==> config.mk <==
export PLATFORM = sky130hd
export DESIGN_NAME = sw_debounce
export DESIGN_NICKNAME = d
export VERILOG_FILES = /design/src/rtl/sw_debounce_pkg.sv /design/src/rtl/sw_debounce_bit.sv /design/src/rtl/sw_debounce.sv
export SDC_FILE = /design/constraint.sdc
export NUM_CORES = 1
export LEC_CHECK = 0
export BUFFER_PORTS_ARGS = -buffer_cell sky130_fd_sc_hd__buf_4
export CORE_MARGIN = 2
export CORE_UTILIZATION = 28
export DETAILED_ROUTE_END_ITERATION = 7
export GPL_TIMING_DRIVEN = 1
export PLACE_DENSITY = 0.44
export SKIP_LAST_GASP = 1
export SLEW_MARGIN = 20
export SYNTH_ARGS = -nofsm -noshare
export SYNTH_HDL_FRONTEND = slang
export SYNTH_SLANG_ARGS = --single-unit
==> constraint.sdc <==
create_clock -name clk -period 2.22 [get_ports clk]
set_clock_uncertainty 0.1 [all_clocks]
set_input_delay 0.222 -clock clk [delete_from_list [all_inputs] [get_ports clk]]
set_output_delay 0.222 -clock clk [all_outputs]
set_load 0.02 [all_outputs]
==> src/rtl/sw_debounce_pkg.sv <==
// Shared constants for the switch debouncer: channel counts and the default debounce length.
// Latency: n/a (constants only).
// Backpressure: n/a.
package sw_debounce_pkg;

   localparam int N_SW          = 8;       // data switches
   localparam int N_CH          = 9;       // data switches plus the enable switch
   localparam int EN_CH         = 8;       // channel index carrying en_raw
   localparam int DB_CYCLES_DEF = 250000;  // 5 ms at 50 MHz

endpackage

==> src/rtl/sw_debounce_bit.sv <==
// One debounce channel: 2-flop synchronizer, stability counter, stable flop and update strobe.
// Latency: a clean raw step reaches stable 2 + DB_CYCLES edges after the first sampling edge.
// Backpressure: none; free-running per clk.
module sw_debounce_bit #(
   parameter int DB_CYCLES = 250000
) (
   input  logic clk,
   input  logic rst,
   input  logic raw,
   output logic stable,
   output logic upd,
   output logic busy
);

   localparam int              CNT_W    = $clog2(DB_CYCLES + 1);
   localparam logic [CNT_W-1:0] CNT_LAST = CNT_W'(DB_CYCLES - 1);

   logic             s1;
   logic             s2;
   logic [CNT_W-1:0] cnt;

   // Synchronizer: s1 is only ever copied into s2 so it has a full cycle to resolve.
   always_ff @(posedge clk or negedge rst) begin
      if (!rst) begin
         s1 <= 1'b0;
         s2 <= 1'b0;
      end else begin
         s1 <= raw;
         s2 <= s1;
      end
   end

   // Strobe for the cycle in which stable takes the synchronized value.
   assign upd  = (s2 != stable) && (cnt == CNT_LAST);
   assign busy = (cnt != '0);

   // Count consecutive disagreeing samples; any agreeing sample restarts from zero.
   always_ff @(posedge clk or negedge rst) begin
      if (!rst) begin
         cnt    <= '0;
         stable <= 1'b0;
      end else if (s2 == stable) begin
         cnt    <= '0;
      end else if (cnt == CNT_LAST) begin
         stable <= s2;
         cnt    <= '0;
      end else begin
         cnt    <= cnt + CNT_W'(1);
      end
   end

endmodule

==> src/rtl/sw_debounce.sv <==
// Debounces 8 board switches plus the enable switch for the priority encoder; flags updates and quiescence.
// Latency: 2 + DB_CYCLES clk edges from first sampling edge to sw/en; changed coincides with the update.
// Backpressure: none. Optional sw_rise/sw_fall outputs exist when SW_DEBOUNCE_EDGE_EN is defined.
module sw_debounce
   import sw_debounce_pkg::*;
#(
   parameter int DB_CYCLES = DB_CYCLES_DEF
) (
   input  logic              clk,
   input  logic              rst,
   input  logic [N_SW-1:0]   sw_raw,
   input  logic              en_raw,
   output logic [N_SW-1:0]   sw,
   output logic              en,
   output logic              changed,
   output logic              settled
`ifdef SW_DEBOUNCE_EDGE_EN
   ,
   output logic [N_CH-1:0]   sw_rise,
   output logic [N_CH-1:0]   sw_fall
`endif
);

   logic [N_CH-1:0] raw_vec;
   logic [N_CH-1:0] stable_vec;
   logic [N_CH-1:0] upd_vec;
   logic [N_CH-1:0] busy_vec;

   assign raw_vec = {en_raw, sw_raw};

   for (genvar g = 0; g < N_CH; g++) begin : g_ch
      sw_debounce_bit #(
         .DB_CYCLES (DB_CYCLES)
      ) u_bit (
         .clk    (clk),
         .rst    (rst),
         .raw    (raw_vec[g]),
         .stable (stable_vec[g]),
         .upd    (upd_vec[g]),
         .busy   (busy_vec[g])
      );
   end

   assign sw      = stable_vec[N_SW-1:0];
   assign en      = stable_vec[EN_CH];
   assign settled = ~|busy_vec;

   // Single pulse for any number of channels updating together, aligned with the new stable value.
   always_ff @(posedge clk or negedge rst) begin
      if (!rst) begin
         changed <= 1'b0;
      end else begin
         changed <= |upd_vec;
      end
   end

`ifdef SW_DEBOUNCE_EDGE_EN
   // Direction of each update is decided by the stable value it is replacing.
   always_ff @(posedge clk or negedge rst) begin
      if (!rst) begin
         sw_rise <= '0;
         sw_fall <= '0;
      end else begin
         sw_rise <= upd_vec & ~stable_vec;
         sw_fall <= upd_vec &  stable_vec;
      end
   end
`endif

endmodule

==> results of run 1 <==
[metal layers]
metal	vias to the layer above	share of wire, %	global-route usage [%]
met5	-	0	0
met4	0	0.86	3.42
met3	10	2.2	2.60
met2	56	45	20.6
met1	3374	52	18.5
li1	3544	-	-
[flip-flops by register name (all words and copies together) (netlist names)]
| register | cells |
|---|---|
| g_ch.u_bit.stable | 9 |
| g_ch.u_bit.s1 | 9 |
| g_ch.u_bit.s2 | 9 |
| g_ch.u_bit.cnt | 162 |
| changed | 1 |
[stage by stage]
step	cell area, sq um	utilization [%]	worst slack [ns]
final	11900	36.4	-0.323
after global routing	11900	36.4	-0.478
after CTS	11800	36.3	-0.381
after detailed placement	11100	34.0	-0.331
after floorplan	9310	-	0.109
after global placement	11100	34.0	-0.383
[layout make-up]
class,count,area [sq um]
fill,3371,20700
sequential,190,4750
multi-input combinational,680,4280
timing repair buffer,191,1570
tap,442,553
clock buffer,20,457
inverter,43,161
clock inverter,11,105
[power by group through the flow]
| stage | clock, uW | sequential (uW) | combinational [uW] |
|---|---|---|---|
| floorplan | 0 | 3620 | 179 |
| CTS | 3140 | 3560 | 421 |
| detailed placement | 0 | 3630 | 403 |
| finish | 3030 | 3560 | 411 |
| global placement | 0 | 3620 | 401 |
| global route | 3280 | 3560 | 472 |
[layout by cell type, fill, tap and decap left out, drive strengths merged, types with 2 or more instances in the layout]
| cell type | instances |
|---|---|
| dfrtp | 190 |
| nor2 | 186 |
| buf | 180 |
| xnor2 | 80 |
| nand3 | 69 |
| xor2 | 66 |
| nand2 | 58 |
| inv | 48 |
| nor4 | 45 |
| nand4 | 35 |
| nor3 | 24 |
| clkbuf | 21 |
| and3 | 19 |
| ha | 18 |
| and4 | 16 |
| dlygate4sd3 | 10 |
| or3 | 9 |
| mux2 | 9 |
| nor4b | 8 |
| or2 | 6 |
| a21oi | 5 |
| o21ai | 5 |
| nand2b | 5 |
| or4 | 4 |
| clkinv | 4 |
| and2 | 3 |
| nor2b | 2 |
[critical path, stage by stage, from the launching register on]
cell,delay [ns]
dfrtp_1,0.39
nor4_2,0.32
nand2_2,0.17
nor4_4,0.36
nand3_1,0.13
nor4_2,0.14
buf_4,0.15
buf_6,0.11
[worst paths after layout]
| check | slack (ns) | end | cells after the start |
|---|---|---|---|
| setup / recovery | -0.32 | settled | 7 |
| hold / removal | 0.23 | g_ch[6].u_bit.s2$_DFF_PN0_ | 2 |
| setup reg to reg | 0.13 | g_ch[3].u_bit.cnt[15]$_DFF_PN0_ | 7 |
| hold reg to reg | 0.25 | g_ch[1].u_bit.s2$_DFF_PN0_ | 0 |
| max in group asynchronous | 1.10 | g_ch[2].u_bit.cnt[4]$_DFF_PN0_ | 3 |
| min in group clk | 0.25 | g_ch[1].u_bit.s2$_DFF_PN0_ | 0 |
[logic make-up after synthesis]
group / after synthesis / synth area share, %
muxes: 9 / 1.09
AOI/OAI and AO/OA: 15 / 0.995
xor gates and xnor gates: 146 / 13.7
and+or+nand+nor: 492 / 26.5
buffers and inverters: 72 / 4.19
DFF: 190 / 51.1
adders and majority gates: 18 / 2.42
[what timing repair did]
item,4_1_cts,5_1_grt
hold buffers,10,0
resized for setup,13,10
pin swaps,7,4
setup endpoints to repair,1,36
endpoints found under the hold margin,66,0
buffers inserted,1,0
==> out/metrics.yaml, run 1 <==
period_needed_ns: 2.54
p_seq_share_pct: 50.8
drtPass1Iterations: 4
die_area_sq_um: 34700
grt_pass1_vias: 7305
cap_violations: 0
synth_top_area_cell: "dfrtp_1"
syn_area_per_cell_sq_um: 9.88
clk_latency_ns: 0.44
crit_type: "reg2out"
fp.dieW_um: 186
cell_internal_pwr_uw: 5310
final_cells: 1577
initial_core_util_pct: 28.5
vias: 6984
grt_pass1_wl_um: 37000
grt_start_max_net_pins: 63
core-area_sq_um: 32600
slew_headroom_pct: 62.6
ctsRootBufferMaster: "clkbuf_16"
rows: 66
netlist_area_sq_um: 9310
cts_sinks: 190
outcome: "complete, but fails checks"
slew_violations: 0
peakVddDrop_mv: 0.529
timing.hold.ws_ns: 0.232
io_pins: 22
worst_ep_required_time_ns: 1.90
worstSetupStartpointType: "flop"
rsz0062_at_grt: "yes"
yosys_most_used_dff: "dfrtp_1"
post-route-drc-count: 0
cp_max_fo: 2
leakagePower_uw: 0.00535
place.gp.congestion: 0.759
grt-ovfl-total: 0
worst_slew_pin_slew_ns: 0.561
yosysTopAreaCellShare_pct: 51.1
power_frac_comb_pct: 5.9
dieHeight_um: 186
setup_ws_ns: -0.323
startpoint: "g_ch[0].u_bit.cnt[9]$_DFF_PN0_"
drtIter0Drc: 378
finalPower_uw: 7000
synth_commonest_cells: "190 x dfrtp_1, 186 x nor2_1, 80 x xnor2_1"
synth_edf_count: 0
clockPowerShare_pct: 43.3
dp_hpwl_um: 15500
setup_viol: 1
finalHoldViolations: 0
final_nets: 1152
grt_antenna_before_repair: 0
switching_share_pct: 24.2
synth_cell_types: 46
viasPerCell: 4.43
yosysSeqAreaShare_pct: 51.1
syn_to_final_growth_pct: 27.7
dp_cells: 1535
htree_levels: 4
syn_nets: 971
syn-instance-count: 942
synth.area.top_cells: "dfrtp_1 51%, xnor2_1 7.5%, nor2_1 7.5%"
hold_path.class: "in2async"
diodes: 0
drt_wl_total_um: 21300
cp.arrival_ns: 2.22
layout-drive-gt1-share_pct: 22.5
numCtsBuffers: 17
track_usage_pct: 13.1
finalSetupTns_ns: -0.323
clk_pin_slew_ns: 0.08
synth.most_common_cell: "dfrtp_1"
synth_seq_cells: 190
endpoint_kind: "output port"
cts_tree: "done"
r2r-start: "g_ch[3].u_bit.cnt[9]$_DFF_PN0_"
finalCritPeriodShare_pct: 115
p_per_area_nw_per_um2: 589
clk_path_buf_depth: 2
async_flop_share_pct: 100
place.port_buffers: 21
violations: "negative setup slack"
p_sw_uw: 1690
yosysWarningCount: 0
routedWlPerCell_um: 13.5
fmax_mhz: 393
drtAntennaViolNets: 0
Note: power is estimated with default switching activity, not from simulation.
==> run 2, diff against run 1 <==
- SKIP_LAST_GASP: 1 -> default
==> run 2 against run 1 <==
  * The flow still finishes with violations (negative setup slack)
  * Critical path depth unchanged
  * Largest power group unchanged
  * Non-clock buffer count did not move
  * Via count up 0.19%
  * Utilization increased by 0.096 points
  * Highest routed layer unchanged
  * Hold slack improved by 0.0060 ns
  * Die area unchanged
  * Combinational power rose by 1%
  * Power is essentially flat
  * Critical endpoint unchanged
  * Cell area is 0.26% higher
  * Fmax is 0.35% higher
==> out/metrics.yaml, run 2 (synthesis gave the netlist of run 1 again) <==
crit_family: "simple AND/OR/NAND/NOR gates"
drtAntennaViolNets: 0  # unchanged
worstSetupStartpointType: "flop"
dp_hpwl_um: 15500  # unchanged
cp_slowest_stage_delay_ns: 0.39  # about the same
p_per_area_nw_per_um2: 587  # -0.29%
layout-drive-gt1-share_pct: 22.7  # +0.26 points
grt_antenna_before_repair: 0  # unchanged
slew_violations: 0  # unchanged
period_needed_ns: 2.53  # -0.00898 ns
post-route-drc-count: 0  # unchanged
drt_wl_total_um: 21300  # +0.16%
fmax_mhz: 395  # +0.35%
grt-ovfl-total: 0  # unchanged
peakVddDrop_mv: 0.523  # -1.0%
setup_ws_ns: -0.314  # +0.00898 ns
p_sw_uw: 1690  # -0.25%
clk_pin_slew_ns: 0.08  # about the same
worst_slew_pin_slew_ns: 0.566  # +0.00433 ns
endpoint_kind: "output port"
power_frac_comb_pct: 5.9  # about the same
die_area_sq_um: 34700  # unchanged
vias: 6997  # +0.19%
cap_violations: 0  # unchanged
numCtsBuffers: 17  # unchanged
htree_levels: 4  # unchanged
clk_latency_ns: 0.44  # about the same
rsz0062_at_grt: "yes"
finalPower_uw: 7000  # about the same
dp_worst_setup_slack_ns: -0.331  # unchanged
leakagePower_uw: 0.00536  # +0.20%
viasPerCell: 4.44  # +0.19%
crit_type: "reg2out"
dieHeight_um: 186  # unchanged
finalHoldViolations: 0  # unchanged
place.port_buffers: 21  # unchanged
place.gp.congestion: 0.759  # unchanged
io_pins: 22  # unchanged
core-area_sq_um: 32600  # unchanged
hold_path.class: "in2async"
initial_core_util_pct: 28.5  # unchanged
final_common_cell: "dfrtp_1"
largest_register_ffs: 162  # unchanged
clockPowerShare_pct: 43.2  # about the same
postLayoutCellArea_sq_um: 11900  # +0.26%
fin_util_pct: 36.5  # +0.096 points
worst_ep_required_time_ns: 1.90  # about the same
violations: "negative setup slack"
cp_common_cell: "nor4_2"
grt_pass1_wl_um: 37000  # unchanged
switching_share_pct: 24.1  # -0.055 points
fp.dieW_um: 186  # unchanged
slowest_stage: "dfrtp_1"
final_nets: 1152  # unchanged
ctsRootBufferMaster: "clkbuf_16"
cts_tree: "done"
routedWlPerCell_um: 13.5  # +0.16%
crit_chain: "nor4_2, nand2_2, nor4_4, nand3_1, nor4_2, buf_4, buf_6"
slew_headroom_pct: 62.3  # -0.29 points
cts_sinks: 190  # unchanged
final_cell_mix: "190 x dfrtp_1, 186 x nor2_1, 171 x buf_4"
critPathBufInv: 2  # unchanged
outcome: "complete, but fails checks"
grt_pass1_vias: 7305  # unchanged
syn_to_final_growth_pct: 28.0
finalCritPeriodShare_pct: 114  # -0.40 points
rows: 66  # unchanged
cp.arrival_ns: 2.21  # about the same
drtPass1Iterations: 4  # unchanged
registers.top_by_ff_count: "g_ch.u_bit.cnt"
cp_max_fo: 2  # unchanged
drtIter0Drc: 386  # +2.1%
grt_start_max_net_pins: 63  # unchanged
track_usage_pct: 13.1  # unchanged
dpl_cell_area_sq_um: 11100  # unchanged
setup_viol: 1  # unchanged
p_seq_share_pct: 50.8  # about the same
clk_path_buf_depth: 2  # unchanged
cell_internal_pwr_uw: 5310  # about the same
diodes: 0  # unchanged
[run 2: changes by cell type in the layout (fill, tap and decap cells not counted)]
cell    delta
ha_2       -1
ha_4       +1
inv_1      -1
inv_2      +1
nor4_1     -2
nor4_2     +1
nor4_4     +1
[run 2: power groups by stage]
stage / clock network, uW / registers (uW) / logic [uW]
2_1_floorplan: 0 / 3620 / 179
3_3_place_gp: 0 / 3620 / 401
3_5_place_dp: 0 / 3630 / 403
4_1_cts: 3140 / 3560 / 421
5_1_grt: 3280 / 3570 / 476
6_report: 3020 / 3560 / 415
[run 2: final timing paths]
kind                                                     start                              end  slack (ns)  cells past startpoint
min in group clk                    g_ch[1].u_bit.s1$_DFF_PN0_       g_ch[1].u_bit.s2$_DFF_PN0_        0.25                      0
worst min register to register      g_ch[1].u_bit.s1$_DFF_PN0_       g_ch[1].u_bit.s2$_DFF_PN0_        0.25                      0
worst max register to register  g_ch[3].u_bit.cnt[9]$_DFF_PN0_  g_ch[3].u_bit.cnt[11]$_DFF_PN0_        0.13                      7
worst min-delay path                                       rst       g_ch[6].u_bit.s2$_DFF_PN0_        0.24                      2
max in group asynchronous                                  rst   g_ch[2].u_bit.cnt[4]$_DFF_PN0_        1.10                      3
worst max-delay path            g_ch[0].u_bit.cnt[9]$_DFF_PN0_                          settled       -0.31                      7
[run 2: metal layers]
layer	global-route usage [%]	up-vias	part of all wire [%]
li1	-	3544	-
met1	18.5	3382	52
met2	20.6	61	45
met3	2.60	10	2.2
met4	3.42	0	0.67
met5	0	-	0
[run 2: final cells by class]
cell class / count / area, sq um
Inverter: 43 / 161
Clock inverter: 11 / 105
Sequential cell: 190 / 4750
Clock buffer: 20 / 457
Timing Repair Buffer: 191 / 1570
Multi-Input combinational cell: 680 / 4310
Fill cell: 3365 / 20700
Tap cell: 442 / 553
[run 2: through the flow]
step | setup TNS, ns | instances | hold slack [ns]
2_1_floorplan | 0 | 942 | -0.174
3_3_place_gp | -0.652 | 1535 | 0.168
3_5_place_dp | -0.331 | 1535 | 0.172
4_1_cts | -0.381 | 1577 | 0.250
5_1_grt | -0.457 | 1577 | 0.258
6_report | -0.314 | 1577 | 0.238
[run 2: worst register-to-register path, delay by kind of cell (launching register included)]
kind / cells / cell delay (ns)
DFF: 1 / 0.39
buffers and inverters: 2 / 0.31
and+or+nand+nor: 5 / 1.19
[run 2: timing repair]
action,in CTS,in global routing
resized for setup,13,15
setup endpoints to repair,1,36
gates cloned,0,0
hold buffers,10,0
buffers inserted,1,0
pin swaps,7,4
endpoints found under the hold margin,66,0
==> run 3, diff against run 2 <==
- CELL_PAD_IN_SITES_DETAIL_PLACEMENT: default -> 1
- CELL_PAD_IN_SITES_GLOBAL_PLACEMENT: default -> 1
- PLACE_DENSITY: 0.44 -> 0.52
==> run 3 against run 2 <==
  * The flow still finishes with violations (negative setup slack)
  * Sequential power hardly changed
  * Cell area is 0.81% higher
  * Die area stayed put
  * Routed wire length is 11% higher
  * Hold slack worse by 0.0070 ns
  * Fmax is 3.7% lower
  * Non-clock buffer count is 8 higher
  * Power is 3.5% higher
  * Utilization is 0.30 points higher
  * Largest power group unchanged
==> out/metrics.yaml, run 3 (synthesis gave the netlist of run 1 again) <==
clk_pin_slew_ns: 0.08  # about the same
initial_core_util_pct: 28.5  # unchanged
endpoint_kind: "output port"
peakVddDrop_mv: 0.549  # +4.9%
core-area_sq_um: 32600  # unchanged
finalHoldViolations: 0  # unchanged
clk_path_buf_depth: 2  # unchanged
p_per_area_nw_per_um2: 603  # +2.7%
place.gp.congestion: 0.743  # -2.2%
drtPass1Iterations: 4  # unchanged
rr_endpoint: "g_ch[3].u_bit.cnt[9]$_DFF_PN0_"
fmax_mhz: 380  # -3.7%
slew_headroom_pct: 62.5  # +0.23 points
setup_ws_ns: -0.411  # -0.0971 ns
vias: 7180  # +2.6%
track_usage_pct: 14.7  # +1.5 points
io_pins: 22  # unchanged
htree_levels: 4  # unchanged
clk_latency_ns: 0.45  # about the same
final_common_cell: "dfrtp_1"
grt-ovfl-total: 0  # unchanged
worstRegToRegCells: 7  # unchanged
dp_hpwl_um: 17400  # +12%
drt_wl_total_um: 23700  # +11%
diodes: 0  # unchanged
fp.dieW_um: 186  # unchanged
final_nets: 1160  # +0.69%
worst_slew_pin_slew_ns: 0.557  # -0.00852 ns
post-route-drc-count: 0  # unchanged
drtIter0Drc: 225  # -42%
regArea_sq_um: 4750  # unchanged
fill_cells: 3721  # +11%
rows: 66  # unchanged
violations: "negative setup slack"
place.port_buffers: 21  # unchanged
cts_sinks: 190  # unchanged
leakagePower_uw: 0.00542  # +1.2%
finalPower_uw: 7240  # +3.5%
worstSetupStartpointType: "flop"
hold_path.class: "in2async"
grt_start_max_net_pins: 56  # -11%
outcome: "complete, but fails checks"
rsz0062_at_grt: "yes"
syn_to_final_growth_pct: 29.0
numCtsBuffers: 17  # unchanged
dieHeight_um: 186  # unchanged
setup_viol: 1  # unchanged
crit_type: "reg2out"
dp_worst_setup_slack_ns: -0.362  # -0.0315 ns
finalSetupTns_ns: -0.411  # -0.0971 ns
die_area_sq_um: 34700  # unchanged
startpoint: "g_ch[4].u_bit.cnt[14]$_DFF_PN0_"
fin_util_pct: 36.8  # +0.30 points
grt_antenna_before_repair: 0  # unchanged
grt_pass1_wl_um: 41100  # +11%
routedWlPerCell_um: 15.0  # +11%
final_cells: 1586  # +0.57%
cp_max_fo: 2  # unchanged
largest_register_ffs: 162  # unchanged
grt_pass1_vias: 7789  # +6.6%
layout-drive-gt1-share_pct: 23.2  # +0.43 points
cp.arrival_ns: 2.31  # +0.10 ns
cts_tree: "done"
finalCritPeriodShare_pct: 119  # +4.4 points
multi_input_area_sq_um: 4300  # -0.32%
registers.top_by_ff_count: "g_ch.u_bit.cnt"
drtAntennaViolNets: 0  # unchanged
viasPerCell: 4.53  # +2.0%
dp_cells: 1543  # +0.52%
worst_ep_required_time_ns: 1.90  # about the same
slew_violations: 0  # unchanged
final_cell_mix: "190 x dfrtp_1, 186 x nor2_1, 179 x buf_4"
cap_violations: 0  # unchanged
r2r-start: "g_ch[3].u_bit.cnt[9]$_DFF_PN0_"
ctsRootBufferMaster: "clkbuf_16"
reg2reg_slack_ns: 0.11  # -0.02 ns
period_needed_ns: 2.63  # +0.0971 ns
run 3: cell count changes in the layout (fill, tap and decap cells not counted), sizes merged:
cell and change:
buf +8, clkbuf -2, inv +2, bufinv +1
run 3: layer usage:
| layer | share of wire, % | vias to the layer above | wire length, um | GRT usage (%) |
|---|---|---|---|---|
| met1 | 50 | 3562 | 11900 | 20.3 |
| met5 | 0 | - | 0 | 0 |
| met2 | 47 | 47 | 11100 | 23.6 |
| met4 | 0.88 | 0 | 210 | 3.20 |
| met3 | 2.6 | 16 | 608 | 3.14 |
| li1 | - | 3555 | - | - |
run 3: worst max path at each step:
stage / slack [ns] / endpoint / depth (start not counted)
2_1_floorplan: 0.11 / settled / 5
3_3_place_gp: -0.39 / settled / 8
5_1_grt: -0.58 / settled / 8
6_report: -0.41 / settled / 8
3_5_place_dp: -0.36 / settled / 8
4_1_cts: -0.61 / settled / 8
run 3: area by class of cell:
type                    count  share of cell area, %
flip-flops and latches    190                   39.6
multi-input cells         680                   35.8
repair buffers            199                   13.6
well taps                 442                   4.61
clock buffers              18                   3.66
clock inverters            14                   1.44
inverters                  43                   1.34
run 3: power breakdown:
group / internal [uW] / switching (uW) / total [uW] / leakage [uW]
clock: 1740 / 1520 / 3260 / 0.000299
combinational: 179 / 249 / 427 / 0.00253
sequential: 3510 / 41.1 / 3550 / 0.00259
run 3: through the flow:
step	hold slack (ns)	cell area, sq um
2_1_floorplan	-0.174	9310
3_3_place_gp	0.146	11200
3_5_place_dp	0.149	11200
4_1_cts	0.235	11900
5_1_grt	0.259	12000
6_report	0.231	12000
run 3: critical path, stage by stage, from the launching register on:
cell and delay, ns:
dfrtp_1 0.42, nor4_4 0.31, buf_4 0.16, nand4_1 0.19, nor3_4 0.23, nand3_2 0.12, nor4_2 0.16, buf_4 0.16
buf_6 0.11
run 3: repair_timing:
item | 4_1_cts | 5_1_grt
setup endpoints to repair | 19 | 47
hold buffers | 10 | 0
setup buffers | 1 | 0
pin swaps | 5 | 7
gates resized for setup | 6 | 16
hold endpoints to repair | 59 | 0
